**src/rtl/decrement_timer.sv**
```systemverilog
// Loadable N-bit down-counter with a one-cycle done pulse on reaching zero.
// Optional periodic mode: define DECREMENT_TIMER_AUTO_RELOAD_EN to restart from the last load.
module decrement_timer #(
  parameter int unsigned N = 4
) (
  input  logic         clk,
  input  logic         rst_n,
  input  logic         load,
  input  logic [N-1:0] load_val,
  input  logic         en,
  input  logic         abort,
  output logic [N-1:0] count,
  output logic         busy,
  output logic         done
);

  typedef enum logic [1:0] {
    StIdle = 2'd0,
    StRun  = 2'd1,
    StDone = 2'd2
  } state_e;

  state_e       state_q, state_d;
  logic [N-1:0] count_q, count_d;

`ifdef DECREMENT_TIMER_AUTO_RELOAD_EN
  logic [N-1:0] reload_q;

  always_ff @(posedge clk or negedge rst_n) begin
    if (!rst_n) begin
      reload_q <= '0;
    end else if (load && !abort) begin
      reload_q <= load_val;
    end
  end
`endif

  always_comb begin
    state_d = state_q;
    count_d = count_q;
    if (abort) begin
      state_d = StIdle;
      count_d = '0;
    end else if (load) begin
      if (load_val != '0) begin
        state_d = StRun;
        count_d = load_val;
      end else begin
        state_d = StDone;
        count_d = '0;
      end
    end else begin
      unique case (state_q)
        StRun: begin
          if (en) begin
            // RUN never holds 0, so count<=1 is the final decrement.
            if (count_q > N'(1)) begin
              count_d = count_q - N'(1);
            end else begin
              count_d = '0;
              state_d = StDone;
            end
          end
        end
        StDone: begin
`ifdef DECREMENT_TIMER_AUTO_RELOAD_EN
          if (reload_q != '0) begin
            state_d = StRun;
            count_d = reload_q;
          end else begin
            state_d = StDone;
            count_d = '0;
          end
`else
          state_d = StIdle;
`endif
        end
        default: begin
          state_d = state_q;
        end
      endcase
    end
  end

  always_ff @(posedge clk or negedge rst_n) begin
    if (!rst_n) begin
      state_q <= StIdle;
      count_q <= '0;
    end else begin
      state_q <= state_d;
      count_q <= count_d;
    end
  end

  assign count = count_q;
  assign busy  = (state_q == StRun);
  assign done  = (state_q == StDone);

endmodule
```
**config.mk**
```make
export PLATFORM = sky130hd
export DESIGN_NAME = decrement_timer
export DESIGN_NICKNAME = d
export VERILOG_FILES = /design/src/rtl/decrement_timer.sv
export SDC_FILE = /design/constraint.sdc
export NUM_CORES = 1
export LEC_CHECK = 0
export ABC_AREA = 1
export CORE_AREA = 2 2 39 41
export CTS_CLUSTER_DIAMETER = 150
export DETAILED_ROUTE_END_ITERATION = 6
export DIE_AREA = 0 0 41 43
export PLACE_DENSITY_LB_ADDON = 0.1
export SYNTH_ARGS = -nofsm -noshare
export SYNTH_HDL_FRONTEND = slang
export SYNTH_SLANG_ARGS = --single-unit
```
**constraint.sdc**
```tcl
create_clock -name clk -period 2.95 [get_ports clk]
set_clock_uncertainty 0.1 [all_clocks]
set_input_delay 0.295 -clock clk [delete_from_list [all_inputs] [get_ports clk]]
set_output_delay 0.295 -clock clk [all_outputs]
set_load 0.05 [all_outputs]
```
### Word level (Yosys, flattened, before mapping)

Cells that the tools add are included.
Widths: inputs -> output; s select.

| storage, ports and cells | value |
|---|---|
| output and inout bits | 6 |
| bits in writable memories | 0 |
| logic and storage cells | 26 |
| memories kept | 0 |
| ROM bits | 0 |
| input bits | 9 |
| latch bits | 0 |
| bits in registers | 6 |

| cells by class | value |
|---|---|
| magnitude comparators | 1 |
| multiply operators | 0 |
| equality and inequality tests | 4 |
| divide/modulo/power cells | 0 |
| bitwise logic cells | 0 |
| reduce and logical (&&, ||, !) cells | 6 |
| shift-type cells | 0 |
| muxes and demuxes | 12 |
| add/sub/neg operators | 1 |

Operators by type and width:

| operator | number |
|---|---|
| $mux 4 | 6 |
| $mux 2 | 5 |
| $ne 4x4->1 const B | 2 |
| $reduce_bool 4->1 | 2 |
| $reduce_bool 3->1 | 2 |
| $gt 4x1->1 const B | 1 |
| $pmux 2 s2 | 1 |
| $sub 4x1->4 const B | 1 |
| $reduce_and 3->1 | 1 |
| $eq 2x1->1 const B | 1 |
| $eq 2x2->1 const B | 1 |
| $reduce_and 2->1 | 1 |

### Depth between registers and ports, before layout

Gate-level depths: netlist of the first run.

| logic depth | value |
|---|---|
| word-level depth | 6 |
| gate-level depth with buffers | 10 |
| depth with buffers taken out | 10 |

### Worst setup path after synthesis of the first run

OpenSTA, ideal clock, no wires.

| timing path | value |
|---|---|
| kind | reg-to-reg |
| start | register state_q[1] |
| end | register count_q[1], in the netlist count[1] |
| arrival time | 1.540 ns |
| cell stages (with the launch flop) | 9 |
| slack | 1.244 ns |
| data required time | 2.784 ns |
| buffers on the path | 0 |
| period minus slack after synthesis | 1.706 ns |
| library setup time | 0.066 ns |
| cell sequence | dfrtp_1 -> inv_1 -> ha_1 -> inv_1 -> o21ai_2 -> inv_2 -> nor2_2 -> nand3_1 -> nand2_1 |

| on the way | value |
|---|---|
| longest elaborated chain between the ends | 3 |

Ends and longest elaborated chain:

| item | RTL line | source |
|---|---|---|
| start, declared | 23 | `state_e state_q, state_d;` |
| start signal, assigned | 87 | `state_q <= StIdle;` |
| start signal, assigned | 90 | `state_q <= state_d;` |
| $eq 2x1->1 | n/a |  |
| net busy | 13 | `output logic busy,` |
| $reduce_bool 3->1 (no source line) | n/a |  |
| $reduce_and 2->1 (no source line) | n/a |  |
| end signal, assigned | 91 | `count_q <= count_d;` |
| end, declared | 24 | `logic [N-1:0] count_q, count_d;` |

The timed path passes the listed nets, and every way through them passes these cells.
A chain may end at the register's enable or synchronous reset.

### Worst setup path in the final report of the first run

| timing path | value |
|---|---|
| start | register state_q[1] |
| end | output busy |

| on the way | value |
|---|---|
| longest elaborated chain between the ends | 1 |

Ends and longest elaborated chain:

| item | RTL line | source |
|---|---|---|
| $eq 2x1->1 | 96 | `assign busy = (state_q == StRun);` |
| end, declared | 13 |  |

No other way between the ends.

==> impl_metrics.yaml, run 1 <==
synth:
  yosysSeqAreaShare_pct: 30.1
  syn_area_per_cell_um2: 6.24
  synth_area_leader_cell: "dfrtp_1"
  synth_warnings: 0
  synth_seq_cells: 6
  synth_top_area_share_pct: 30.1
  yosysUniqueCellTypes: 14
  netlist_area_um2: 499
  synthCells: 80
  syn-num-nets: 93
  netlist_top_cells_area: "dfrtp_1 30%, nand2_1 20%, inv_1 13%, ha_1 10%, nand3_1 10%"
setup_path:
  end_kind: "primary output"
  r2r-start: "state_q[1]"
  critPathRequiredTime_ns: 2.56
  crit_type: "reg2out"
  crit_arrival_ns: 1.75
  cp_max_fo: 5
  r2r-end: "count[1]"
  reg2reg_slack_ns: 1.48
  crit_buf_inv: 2
  crit_slowest_cell: "clkdlybuf4s50_1"
  startpoint_type: "flip-flop"
  cp_slowest_stage_delay_ns: 0.83
  reg2regPathDepth: 8
  cp_top_family: "buffers and inverters"
  crit_chain: "inv_1 > ha_1 > clkdlybuf4s50_1"
placement:
  dp.cells: 110
  placed_cell_area_um2: 659
  numPortBuffers: 14
  post-place-ws_ns: 1.06
  place_congestion: 0.759
  dpl.hpwl_um: 926
clocking:
  clk_pin_slew_ns: 0.05
  clock-root-buffer: "clkbuf_4"
  clock_latency_ns: 0.24
  htreeDepth: 1
  postCtsHoldBufs: 0
  clock_path_buffers: 2
  post-cts-setup-buffer-count: 0
  clock_sinks: 6
  post_cts_resized: 0
  cts-buffers-inserted: 3
  cts_tree: "done"
job:
  max_cap_violations: 0
global_route:
  overflow: 0
  globalRouteMet3Util_pct: 7.85
  grt_busiest_layer: "met2"
  grt.met2_usage_pct: 24.1
  grt_max_degree: 8
  antenna_found_initial: 0
  grt_pass1_wl_um: 1810
  grt_pass1_vias: 472
  grt_use_met1_pct: 17.9
  grtUsageTotal_pct: 15.4
routing:
  drcViolationCount: 0
  ant_nets: 0
  drt_wl_total_um: 1110
  dr.pass1.iters: 4
  vias: 521
  drt_iter0_markers: 9
  wl_per_cell_um: 9.80
  viasPerCell: 4.61
timing:
  fin_ws_ns: 0.802
  rsz0062_at_grt: "false"
  slew_viol_final: 0
  slew_headroom_pct: 67.2
  setup_tns_ns: 0
  max_clock_freq_ghz: 0.465
  tightest_slew_ns: 0.490
  finalCritPeriodShare_pct: 72.8
  setup_viol: 0
  hold_violations: 0
  timing.final.crit_period_ns: 2.15
die:
  die_h_um: 43
  num_rows: 14
  ioPinCount: 15
  core-area_um2: 1380
  die_x_um: 41
  dieArea_um2: 1760
  initial_core_util_pct: 36.1
layout:
  instances_no_fill: 113
  layout.nets: 112
  multi_input_area_um2: 282
  ff_latch_area_um2: 150
  mostFrequentLayoutCells: "26 x nand2_1, 17 x inv_1, 14 x clkdlybuf4s50_1"
  fillers: 147
  n_antenna_cell: 0
  final_common_cell: "nand2_1"
  area_growth_pct: 36.6
  stdcell_area_um2: 682
  drive_gt1_share_pct: 7.22
power:
  ir_drop_mv: 0.280
  power.density_nw_per_um2: 463
  p_total_mw: 0.316
  p_leak_nw: 0.364
hold_path:
  hold_class: "in2async"
run_status:
  run_status: "finished clean"
[report_power, final]
group	internal (mW)	switching [mW]
Clock	0.0460	0.0295
Combinational	0.0513	0.0870
Sequential	0.0919	0.0103
Total	0.189	0.127
[flip-flops by register name (all words and copies together) (netlist names)]
name / count
count: 4
state_q: 2
[synth_stat cells]
master / count
dfrtp_1: 6
o22ai_1: 1
inv_1: 17
ha_1: 4
a21oi_1: 1
nor2_1: 5
nand4_1: 2
nor2_2: 2
inv_2: 1
o21ai_2: 1
o21ai_0: 3
nand2_1: 26
nand3_1: 10
nor3_1: 1
[cell families (layout without fill, tap and decap cells)]
group                    count (synthesis)  in the layout  synth area share [%]
adder cells (fa/ha/maj)                  4              4                  10.0
buffers and inverters                   18             35                  13.5
AND/OR/NAND/NOR                         46             46                  39.3
flip-flops                               6              6                  30.1
AO/OA/AOI/OAI                            6              6                  7.02
[layer usage]
metal,up-vias,part of all wire [%]
li1,280,-
met1,225,44
met2,16,50
met3,0,6.6
met4,0,0
met5,-,0
[per-stage QoR]
step / hold slack [ns] / utilization [%]
after floorplan: -0.101 / -
after global placement: 0.399 / 47.6
after detailed placement: 0.402 / 47.6
after CTS: 0.203 / 49.3
after global routing: 0.224 / 49.3
final: 0.200 / 49.3
[worst max-delay path by stage]
stage	slack [ns]	start	to	cells past startpoint
floorplan	1.24	state_q[1]	count[1]	8
CTS	0.79	state_q[1]	busy	3
detailed placement	1.06	state_q[1]	busy	3
finish	0.80	state_q[1]	busy	3
global route	0.72	state_q[1]	busy	3
global placement	1.09	state_q[1]	busy	3
[final cells by class]
cell class / instances / area share, %
repair buffers: 14 / 20.6
well taps: 16 / 2.94
clock buffers: 3 / 3.30
multi-input cells: 56 / 41.3
inverters: 18 / 9.91
flip-flops and latches: 6 / 22.0
[worst register-to-register path: cells and delay by family, from the launching register on]
family          cells  cell delay, ns
buf+inv             3            0.21
simple gates        3            0.27
flops               1            0.39
compound gates      1            0.20
fa+ha+maj           1            0.23
Note: power is estimated with default switching activity, not from simulation.
==> inputs of run 2 (changes only) <==
clock period = 2.02 ns   (was 2.95 ns; I/O delays follow)
==> run 2 against run 1 <==
Clock power is 48% higher; die area stayed put; final area is 0.73% lower; global-route usage is 1.9 points higher; hold slack worse by 0.099 ns; sequential cell count stayed put; sequential power is 47% higher; critical path depth is 2 lower; worst setup slack worse by 0.57 ns.
==> impl_metrics.yaml, run 2 (same netlist as run 1, synthesis figures left out) <==
run_status:
  run_status: "finished clean"
die:
  num_rows: 14
  initial_core_util_pct: 36.1
  die_h_um: 43
  dieArea_um2: 1760
  ioPinCount: 15
  die_x_um: 41
  core-area_um2: 1380
timing:
  holdWs_ns: 0.101
  slew_viol_final: 0
  setup_viol: 0
  rsz0062_at_grt: "false"
  tightest_slew_ns: 0.486
  setup_tns_ns: 0
  hold_violations: 0
  finalCritPeriodShare_pct: 88.7
  timing.final.crit_period_ns: 1.79
  slew_headroom_pct: 67.5
  fin_ws_ns: 0.228
  max_clock_freq_ghz: 0.558
global_route:
  grtUsageTotal_pct: 17.3
  grt.met2_usage_pct: 26.3
  grt_busiest_layer: "met2"
  globalRouteMet3Util_pct: 7.85
  grt_pass1_vias: 508
  grt_max_degree: 8
  grt_pass1_wl_um: 2100
  grt_use_met1_pct: 22.7
  overflow: 0
  antenna_found_initial: 0
layout:
  regMostFlops: "count"
  mostFrequentLayoutCells: "26 x nand2_1, 17 x inv_1, 12 x clkdlybuf4s50_1"
  final_common_cell: "nand2_1"
  n_antenna_cell: 0
  area_growth_pct: 35.6
  layout.nets: 112
  fillers: 147
  drive_gt1_share_pct: 9.28
  largestRegisters: "count (4), state_q (2)"
  largest_register_ffs: 4
power:
  pwr-share-clk_pct: 24.2
  swShare_pct: 40.5
  seq_power_share_pct: 32.4
  p_leak_nw: 0.367
  switchingPower_mw: 0.187
  intPower_mw: 0.275
  power.density_nw_per_um2: 683
  share_comb_of_total_power_pct: 43.4
  ir_drop_mv: 0.443
setup_path:
  cp_slowest_stage_delay_ns: 0.83
  crit_type: "reg2out"
  cp_top_family: "buffers and inverters"
  end_kind: "primary output"
  crit_slowest_cell: "clkdlybuf4s50_1"
  crit_buf_inv: 1
  crit_chain: "clkdlybuf4s50_1"
  cp_num_cells: 1
  reg2regPathDepth: 8
  crit_arrival_ns: 1.49
  cp_max_fo: 5
  critPathRequiredTime_ns: 1.72
  startpoint_type: "flip-flop"
routing:
  drcViolationCount: 0
  viasPerCell: 4.80
  wl_per_cell_um: 10.5
  drt_iter0_markers: 13
  drt_wl_total_um: 1190
  vias: 542
  dr.pass1.iters: 4
  ant_nets: 0
placement:
  numPortBuffers: 14
  place_congestion: 0.757
  post-place-ws_ns: 0.478
  dpl.hpwl_um: 986
job:
  max_cap_violations: 0
clocking:
  cts-buffers-inserted: 3
  postCtsHoldBufs: 0
  cts_tree: "done"
  clock_latency_ns: 0.25
  clock_sinks: 6
  clock-root-buffer: "clkbuf_4"
  clk_pin_slew_ns: 0.05
  clock_path_buffers: 2
  post_cts_resized: 0
  post-cts-setup-buffer-count: 0
  htreeDepth: 1
hold_path:
  hold_class: "in2async"
## run 2: metal layers
| metal | up-vias | routed length, um |
|---|---|---|
| met5 | - | 0 |
| met2 | 8 | 603 |
| met1 | 251 | 522 |
| met3 | 0 | 61 |
| li1 | 283 | - |
| met4 | 0 | 0 |
## run 2: path summary, 6_finish.rpt
kind	start	end	slack, ns
worst min-delay path	rst_n	count[2]	0.10
worst max register to register	state_q[1]	count[1]	0.56
max in group asynchronous	rst_n	count[3]	1.49
worst max-delay path	count[3]	count[3]	0.23
min in group clk	state_q[0]	state_q[0]	0.42
worst min register to register	state_q[0]	state_q[0]	0.42
## run 2: stage by stage
stage / utilization (%) / instance area, um^2 / total power, mW / cells
detailed placement: 47.3 / 654 / 0.354 / 110
CTS: 48.9 / 677 / 0.469 / 113
finish: 48.9 / 677 / 0.462 / 113
floorplan: - / 499 / 0.287 / 80
global route: 48.9 / 677 / 0.499 / 113
global placement: 47.3 / 654 / 0.355 / 110
## run 2: power by group through the flow
stage               Sequential (mW)  Clock [mW]  Combinational, mW
finish                        0.150       0.112              0.201
global route                  0.153       0.120              0.227
CTS                           0.151       0.115              0.203
detailed placement            0.152           0              0.202
global placement              0.152           0              0.203
floorplan                     0.181           0              0.106
## run 2: final cells by class
type                    count  area [um^2]  share of cell area, %
clock buffers               3         22.5                   3.33
inverters                  18         67.6                   9.98
multi-input cells          56          282                   41.6
flip-flops and latches      6          150                   22.2
well taps                  16         20.0                   2.96
repair buffers             14          135                   20.0
==> inputs of run 3 (changes only) <==
--- a/config.mk
+++ b/config.mk
@@ -12,4 +12,5 @@
 export DIE_AREA = 0 0 41 43
 export PLACE_DENSITY_LB_ADDON = 0.1
+export SLEW_MARGIN = 5
 export SYNTH_ARGS = -nofsm -noshare
 export SYNTH_HDL_FRONTEND = slang
==> constraint.sdc (replaced) <==
create_clock -name clk -period 2.02 [get_ports clk]
set_clock_uncertainty 0.1 [all_clocks]
set_input_delay 0.606 -clock clk [delete_from_list [all_inputs] [get_ports clk]]
set_output_delay 0.606 -clock clk [all_outputs]
set_load 0.05 [all_outputs]
==> run 3 against run 2 <==
Register-to-register slack lost 0.12 ns; clock power barely moved; sequential share of layout area down 1.5 points; combinational power up 12%; sequential power hardly changed; clock-buffer cell count stayed put; critical endpoint is now busy; hold slack better by 0.32 ns; worst setup slack worse by 0.061 ns.
==> impl_metrics.yaml, run 3 (same netlist as run 1, synthesis figures left out) <==
run_status:
  run_status: "finished clean"
layout:
  mostFrequentLayoutCells: "26 x nand2_1, 17 x inv_1, 10 x nand3_1"
  fillers: 141
  layout.nets: 113
  instances_no_fill: 114
  regMostFlops: "count"
  multi_input_area_um2: 282
  n_antenna_cell: 0
  largestRegisters: "count (4), state_q (2)"
  largest_register_ffs: 4
  drive_gt1_share_pct: 14.3
  final_common_cell: "nand2_1"
  area_growth_pct: 45.1
  ff_latch_area_um2: 150
hold_path:
  hold_path_startpoint: "state_q[1]"
  hold_class: "reg2reg"
job:
  max_cap_violations: 0
die:
  core-area_um2: 1380
  die_x_um: 41
  initial_core_util_pct: 36.1
  die_h_um: 43
  ioPinCount: 15
  num_rows: 14
  dieArea_um2: 1760
setup_path:
  end_kind: "primary output"
  crit_type: "reg2out"
  crit_chain: "inv_1 > ha_1 > buf_12"
  crit_slowest_cell: "dfrtp_1"
  cp_slowest_stage_delay_ns: 0.39
  reg2reg_slack_ns: 0.44
  r2r-start: "count[0]"
  crit_arrival_ns: 1.15
  startpoint_type: "flip-flop"
  cp_max_fo: 5
  crit_path_start: "state_q[1]"
  critPathRequiredTime_ns: 1.31
timing:
  tightest_slew_ns: 0.296
  hold_violations: 0
  rsz0062_at_grt: "false"
  slew_viol_final: 0
  timing.final.crit_period_ns: 1.85
  slew_headroom_pct: 80.2
  max_clock_freq_ghz: 0.540
  setup_tns_ns: 0
  finalCritPeriodShare_pct: 91.7
  setup_viol: 0
placement:
  numPortBuffers: 14
  place_congestion: 0.788
  dp.cells: 111
  dpl.hpwl_um: 993
clocking:
  post_cts_resized: 0
  htreeDepth: 1
  clock_sinks: 6
  clk_pin_slew_ns: 0.05
  postCtsHoldBufs: 0
  post-cts-setup-buffer-count: 0
  clock_path_buffers: 2
  clock_latency_ns: 0.25
  cts-buffers-inserted: 3
  cts_tree: "done"
  clock-root-buffer: "clkbuf_4"
global_route:
  antenna_found_initial: 0
  grt_pass1_vias: 519
  grtUsageTotal_pct: 18.8
  grt_max_degree: 8
  overflow: 0
  grt_pass1_wl_um: 2220
power:
  power.density_nw_per_um2: 678
  ir_drop_mv: 0.368
  p_leak_nw: 0.392
routing:
  dr.pass1.iters: 4
  ant_nets: 0
  drt_wl_total_um: 1220
  viasPerCell: 4.82
  wl_per_cell_um: 10.7
  vias: 549
  drt_iter0_markers: 5
  drcViolationCount: 0
## run 3: where the power goes
part           switching, mW  total [mW]  internal [mW]  leakage, nW
Combinational          0.132       0.225         0.0939        0.300
Sequential            0.0187       0.153          0.134       0.0778
Clock                 0.0455       0.113         0.0674       0.0138
## run 3: final cells by class
class | count | share of cell area (%)
inverters | 18 | 9.33
clock buffers | 3 | 3.11
multi-input cells | 56 | 38.9
flip-flops and latches | 6 | 20.7
well taps | 16 | 2.76
repair buffers | 15 | 25.2
## run 3: metal layers
layer / global-route usage [%] / part of all wire, % / wire length, um
met4: 4.00 / 0 / 0
met2: 27.8 / 51 / 628
met3: 9.42 / 5.7 / 70
met5: 0 / 0 / 0
met1: 23.9 / 43 / 521
## run 3: path summary, 6_finish.rpt
path | end | depth (start not counted)
setup / recovery | busy | 3
hold / removal | state_q[1] | 2
setup reg to reg | count[1] | 7
hold reg to reg | state_q[1] | 2
max in group asynchronous | count[1] | 1
min in group asynchronous | count[2] | 1
## run 3: critical path, delay by kind of cell (launching register included)
kind       cells  cell delay (ns)
flops          1             0.39
fa+ha+maj      1             0.27
buf+inv        2             0.23
## run 3: stage by stage
step	utilization [%]	area [um^2]	hold WS, ns	power [mW]	setup slack, ns
after floorplan	-	499	0.210	0.287	0.314
after global placement	50.7	702	0.403	0.381	0.168
after detailed placement	50.7	702	0.414	0.381	0.133
after CTS	52.4	724	0.426	0.496	0.149
after global routing	52.4	724	0.479	0.538	0.0593
final	52.4	724	0.417	0.491	0.168
==> edit 1, RTL diff (flow settings as in run 2) <==
Set the parameter `N` to 8 (it was 4).
--- a/src/rtl/decrement_timer.sv
+++ b/src/rtl/decrement_timer.sv
@@ -1,7 +1,7 @@
 // Loadable N-bit down-counter with a one-cycle done pulse on reaching zero.
 // Optional periodic mode: define DECREMENT_TIMER_AUTO_RELOAD_EN to restart from the last load.
 module decrement_timer #(
-  parameter int unsigned N = 4
+  parameter int unsigned N = 8
 ) (
   input  logic         clk,
   input  logic         rst_n,
Ports: changed (resized count and load_val); port bits go from 15 to 23. No check against the original RTL was run, so the function may have changed too.
==> edit 1 against run 2 <==
Worst hold slack improved by 0.047 ns; cell area rose by 61%; synthesized cell count rose by 65%; sequential cell count rose by 4; worst setup slack got worse by 0.079 ns; power rose by 85%; sequential share of layout area rose by 0.78 points; non-clock buffer count rose by 9; area after synthesis rose by 66%; utilization rose by 30 points; wire length rose by 90%.
==> edit 1: results (changes against run 2) <==
The logs give 0 (unchanged) for the initial antenna violation count and 109 (-26%) for the number of fill cells. The run gives 20 (+6) as the number of distinct standard cells referenced by the synthesized netlist. The static leakage power is 0.560 nW (+52%), and the first-pass iteration count of the detailed router is 4 (unchanged). In this run the worst hold path is classified as input port to async pin. The diode insertion count for antenna repair came out at 0 (unchanged).

For the number of instances in the placed design, the log shows 169 (+54%). The run gives 1690 µm (+72%) as the final HPWL from detailed placement. The kind of cell with the highest combined delay along the critical path is buffers and inverters. Clock root buffer: clkbuf_4. The run finished with clean final reports.

The count of H-tree levels built during CTS was 1 (unchanged). The logs give 0 (unchanged) for the number of buffers inserted to repair setup after CTS and 30.5% (+13 points) for the aggregate global-route resource usage. The number of instances in the synthesized netlist was 132 (+65%). The worst stage delay on the critical path is 0.84 ns. The global placer's final weighted congestion was 0.852 (+13%); the largest net degree at the start of global routing was 12 (+4). The maximum resistive drop on vdd came out at 498 µV (+12%).

The library cell contributing the largest single delay on the critical path is clkdlybuf4s50_1. The data arrival time of the critical path is 1.57 ns (+0.08 ns). The maximum buffer depth of the clock tree is 2 (unchanged), and the per-cell routed wire length is 13.0 µm (+24%). The count of hold-fix buffers inserted at cts was 0 (unchanged); the top fanout value on the critical path was 5 (unchanged). Number of gates resized after CTS: 0 (unchanged). For this run, the leading register cell type out of synthesis is dfrtp_1. The largest registers in the layout are count (8), state_q (2). For the number of nets in the layout, the log shows 175 (+56%). The async set-reset flop share out of synthesis is 100% (unchanged).

The commonest cells after synthesis are nand2_1 (37), nor2_1 (19), inv_1 (17). The tools report the insertion delay of the later-clocked pin in the worst-skew pair as 0.28 ns (+0.03 ns). The logs give 30.3% (+0.18 points) for the post-synthesis sequential area ratio and 36 (+23) for the number of DRC markers in iteration 0.

The run gives 149 (+60%) as the net count of the mapped netlist. The worst setup slack after placement came out at 0.217 ns (-0.261 ns). For the worst slew slack as a fraction of its limit, the log shows 66.5% (-1.0 points).

The via-per-instance ratio is 5.39 (+12%). Fraction of layout cells with a size suffix above 1: 9.55% (+0.28 points). The wire length reported by the detailed router was 2250 µm (+90%). The number of global-route vias before repair is 880 (+73%), and the clock slew at the register clock pins of the worst setup and hold paths is 0.08 ns (+0.03 ns).

The total CTS buffers is 3 (unchanged). The port buffer count is 22 (+8), and the warning count from the yosys run is 0 (unchanged). In the post-synthesis netlist, the biggest area contributors are dfrtp_1 (30%), nand2_1 (17%), nand3_1 (9.1%).

The run gives 3640 µm (+74%) as the global-route wire length before repair.
edit 1: cell count changes in the layout (fill, tap and decap cells not counted), moves of 2 or more:
cell | run 2 | this run
nand2_1 | 26 | 37
o21ai_1 | 0 | 3
clkdlybuf4s50_1 | 12 | 20
inv_2 | 1 | 3
o22ai_1 | 1 | 3
o21ai_0 | 3 | 5
a21oi_1 | 1 | 7
nand3_1 | 10 | 15
dfrtp_1 | 6 | 10
nor2_1 | 5 | 19
edit 1: metrics by stage:
stage          utilization [%]  area, µm²
5_1_grt                   78.8       1090
3_3_place_gp              76.1       1050
3_5_place_dp              76.1       1050
2_1_floorplan                -        827
4_1_cts                   78.8       1090
6_report                  78.8       1090
edit 1: worst paths after layout:
check                      cells past startpoint  slack, ns                     end                    from
max                                            1       0.15                count[4]    count[4]$_DFFE_PN0P_
min                                            1       0.15    count[5]$_DFFE_PN0P_                   rst_n
max reg2reg                                    9       0.18  state_q[1]$_DFFE_PN0P_    count[0]$_DFFE_PN0P_
min reg2reg                                    2       0.42  state_q[0]$_DFFE_PN0P_  state_q[0]$_DFFE_PN0P_
max in group asynchronous                      1       1.33    count[2]$_DFFE_PN0P_                   rst_n
min in group clk                               2       0.42  state_q[0]$_DFFE_PN0P_  state_q[0]$_DFFE_PN0P_
edit 1: layout make-up:
type	count	area, µm²	area share, %
multi-input cells	99	479	44.0
flip-flops and latches	10	250	23.0
repair buffers	23	223	20.4
inverters	21	81.3	7.46
clock buffers	4	36.3	3.33
well taps	16	20.0	1.84
edit 1: logic make-up after synthesis:
logic type | after synthesis | synth area share (%)
DFF | 10 | 30.3
and+or+nand+nor | 76 | 39.5
AOI/OAI and AO/OA | 18 | 11.3
xor gates and xnor gates | 1 | 1.06
buffers and inverters | 23 | 11.8
adders and majority gates | 4 | 6.05
edit 1: where the power goes:
group          switching (mW)  internal, mW  total (mW)
Combinational           0.264         0.142       0.406
Sequential             0.0293         0.225       0.254
Clock                  0.0848         0.110       0.195
Total                   0.379         0.477       0.855
edit 1: layer usage:
metal	wire, µm	vias up	track usage, %
met5	0	-	0
met4	36	0	12.7
met3	192	5	5.76
met2	1110	53	50.3
met1	916	409	36.5
li1	-	465	-
edit 1: worst reg2reg max path: stages (launching register included):
cell and delay, ns:
dfrtp_1 0.40, inv_1 0.19, ha_1 0.28, nor2_1 0.10, nor2_1 0.17, nand2_2 0.17
nand3_1 0.11, nand3_1 0.10, nand2_1 0.08, nand2_1 0.05
==> edit 2, RTL diff (flow settings as in run 2) <==
Without the edit above. Encoding of `state_e`: now one-hot (3 bits for 3 states).
--- a/src/rtl/decrement_timer.sv
+++ b/src/rtl/decrement_timer.sv
@@ -14,10 +14,10 @@
   output logic         done
 );
 
-  typedef enum logic [1:0] {
-    StIdle = 2'd0,
-    StRun  = 2'd1,
-    StDone = 2'd2
+  typedef enum logic [2:0] {
+    StIdle = 3'b001,
+    StRun  = 3'b010,
+    StDone = 3'b100
   } state_e;
 
   state_e       state_q, state_d;
Check against the original RTL: no difference found for any inputs over 10 cycles, from zero or initial values and one cycle with rst_n low; not proved beyond that.
==> edit 2 against run 2 <==
Cell area up 6.8%; critical path depth unchanged; sequential cell count up 1; final cell count up 5.3%; critical endpoint unchanged; sequential share of layout area up 2.2 points; count of clock-buffer cells in the layout up 1; largest power group unchanged; worst setup slack worse by 0.021 ns; highest routed layer is now met4; power up 10%; area after synthesis up 8.5%; clock power up 16%; global-route usage down 0.27 points; wire length up 7.9%.
==> edit 2: results (changes against run 2) <==
The complex-gate fraction of the synthesized area is 5.31% (-1.7 points). The global placer's final weighted congestion was 0.745 (-1.6%). The data arrival time of the critical path is 1.51 ns (+0.02 ns), and the number of buffers inserted to repair setup after CTS is 0 (unchanged). Post-synthesis share of cell area spent on xor and xnor gates: 0% (unchanged). The worst register-to-register path has a setup slack of 0.55 ns. The mean instance size in the synthesized netlist was 6.37 µm² (+2.1%); the maximum buffer depth of the clock tree was 2 (unchanged). The fraction of the mapped netlist area in adder cells came out at 4.62% (-5.4 points).

The run finished with clean final reports. The number of global-route vias before repair came out at 504 (-0.79%). After synthesis, the largest family of logic cells by area is simple AND/OR/NAND/NOR gates.

The per-cell routed wire length was 10.8 µm (+2.5%). The number of distinct standard cells referenced by the synthesized netlist was 17 (+3). The largest registers in the layout are count (4), state_q (3). Ranked by instance count, the synthesized netlist is headed by nand2_1 (23), inv_1 (14), nor2_1 (13). The number of fill cells came out at 147 (unchanged). The reg-to-reg startpoint is count[0]$_DFFE_PN0P_.

By area the synthesized netlist is led by dfrtp_1 (28%), nand2_1 (16%), inv_1 (9.7%). For the worst slew slack as a fraction of its limit, the log shows 66.7% (-0.75 points). The post-place instance area is 697 µm² (+6.5%). The worst register-to-register path ends at state_q[2]$_DFFE_PN0P_. The largest net degree at the start of global routing came out at 11 (+3). The multiplexer share of the synthesized area was 0% (unchanged). The tools report the diode insertion count for antenna repair as 0 (unchanged). The run gives 115 (+4.5%) as the number of instances in the placed design. The number of vias in the routed layout was 590 (+8.9%). For the number of DRC markers in iteration 0, the log shows 10 (-3). The maximum resistive drop on vdd is 338 µV (-24%). The initial antenna violation count came out at 0 (unchanged).

The run gives 0.25 ns (about the same) as the insertion delay of the later-clocked pin in the worst-skew pair. Top fanout value on the critical path: 6 (+1). The library cell contributing the largest single delay on the critical path is clkdlybuf4s50_1. The via-per-instance ratio is 4.96 (+3.4%).

The kind of cell with the highest combined delay along the critical path is buffers and inverters. The static leakage power was 0.376 nW (+2.6%). The logs give 1 (unchanged) for the count of H-tree levels built during CTS and 2030 µm (-3.3%) for the global-route wire length before repair. The count of hold-fix buffers inserted at cts was 0 (unchanged); the fraction of layout cells with a size suffix above 1 was 15.5% (+6.3 points). The area added between synthesis and finish is 33.5%.

The post-synthesis sequential area ratio came out at 32.6% (+2.5 points). For this run, the leading register cell type out of synthesis is dfrtp_1. The logs give 96 (+3.2%) for the net count of the mapped netlist and 1000 µm (+1.8%) for the final HPWL from detailed placement.

The aggregate global-route resource usage came out at 17.1% (-0.27 points).
edit 2: worst max-delay path by stage:
| stage | from | end | cells past startpoint |
|---|---|---|---|
| floorplan | count[0]$_DFFE_PN0P_ | state_q[2]$_DFFE_PN0P_ | 8 |
| finish | count[3]$_DFFE_PN0P_ | count[3] | 1 |
| global route | count[0]$_DFFE_PN0P_ | count[0] | 1 |
| detailed placement | count[3]$_DFFE_PN0P_ | count[3] | 1 |
| CTS | count[3]$_DFFE_PN0P_ | count[3] | 1 |
| global placement | count[0]$_DFFE_PN0P_ | count[0] | 1 |
edit 2: logic make-up after synthesis:
family,after synthesis
flip-flops,7
adder cells (fa/ha/maj),2
buffers and inverters,15
AO/OA/AOI/OAI,5
AND/OR/NAND/NOR,56
edit 2: per-layer routing:
metal | vias up | part of all wire (%) | GRT usage, %
met2 | 14 | 52 | 27.8
met4 | 0 | 0.31 | 6.00
met5 | - | 0 | 0
met3 | 2 | 3.2 | 6.28
li1 | 300 | - | -
met1 | 274 | 44 | 19.3
edit 2: where the power goes:
part	leakage [nW]	switching [mW]	internal, mW
combinational	0.274	0.127	0.0742
sequential	0.0879	0.0202	0.157
clock	0.0150	0.0545	0.0756
total	0.376	0.202	0.307
edit 2: per-stage QoR:
| step | hold slack (ns) | worst slack (ns) |
|---|---|---|
| after detailed placement | 0.397 | 0.481 |
| after floorplan | -0.194 | 0.340 |
| final | 0.119 | 0.208 |
| after global placement | 0.397 | 0.509 |
| after global routing | 0.143 | 0.161 |
| after CTS | 0.125 | 0.209 |
edit 2: layout make-up:
| class | count | share of cell area (%) |
|---|---|---|
| multi-input combinational | 63 | 42.7 |
| sequential | 7 | 24.4 |
| clock buffer | 4 | 3.63 |
| inverter | 15 | 7.79 |
| tap | 16 | 2.77 |
| timing repair buffer | 14 | 18.7 |
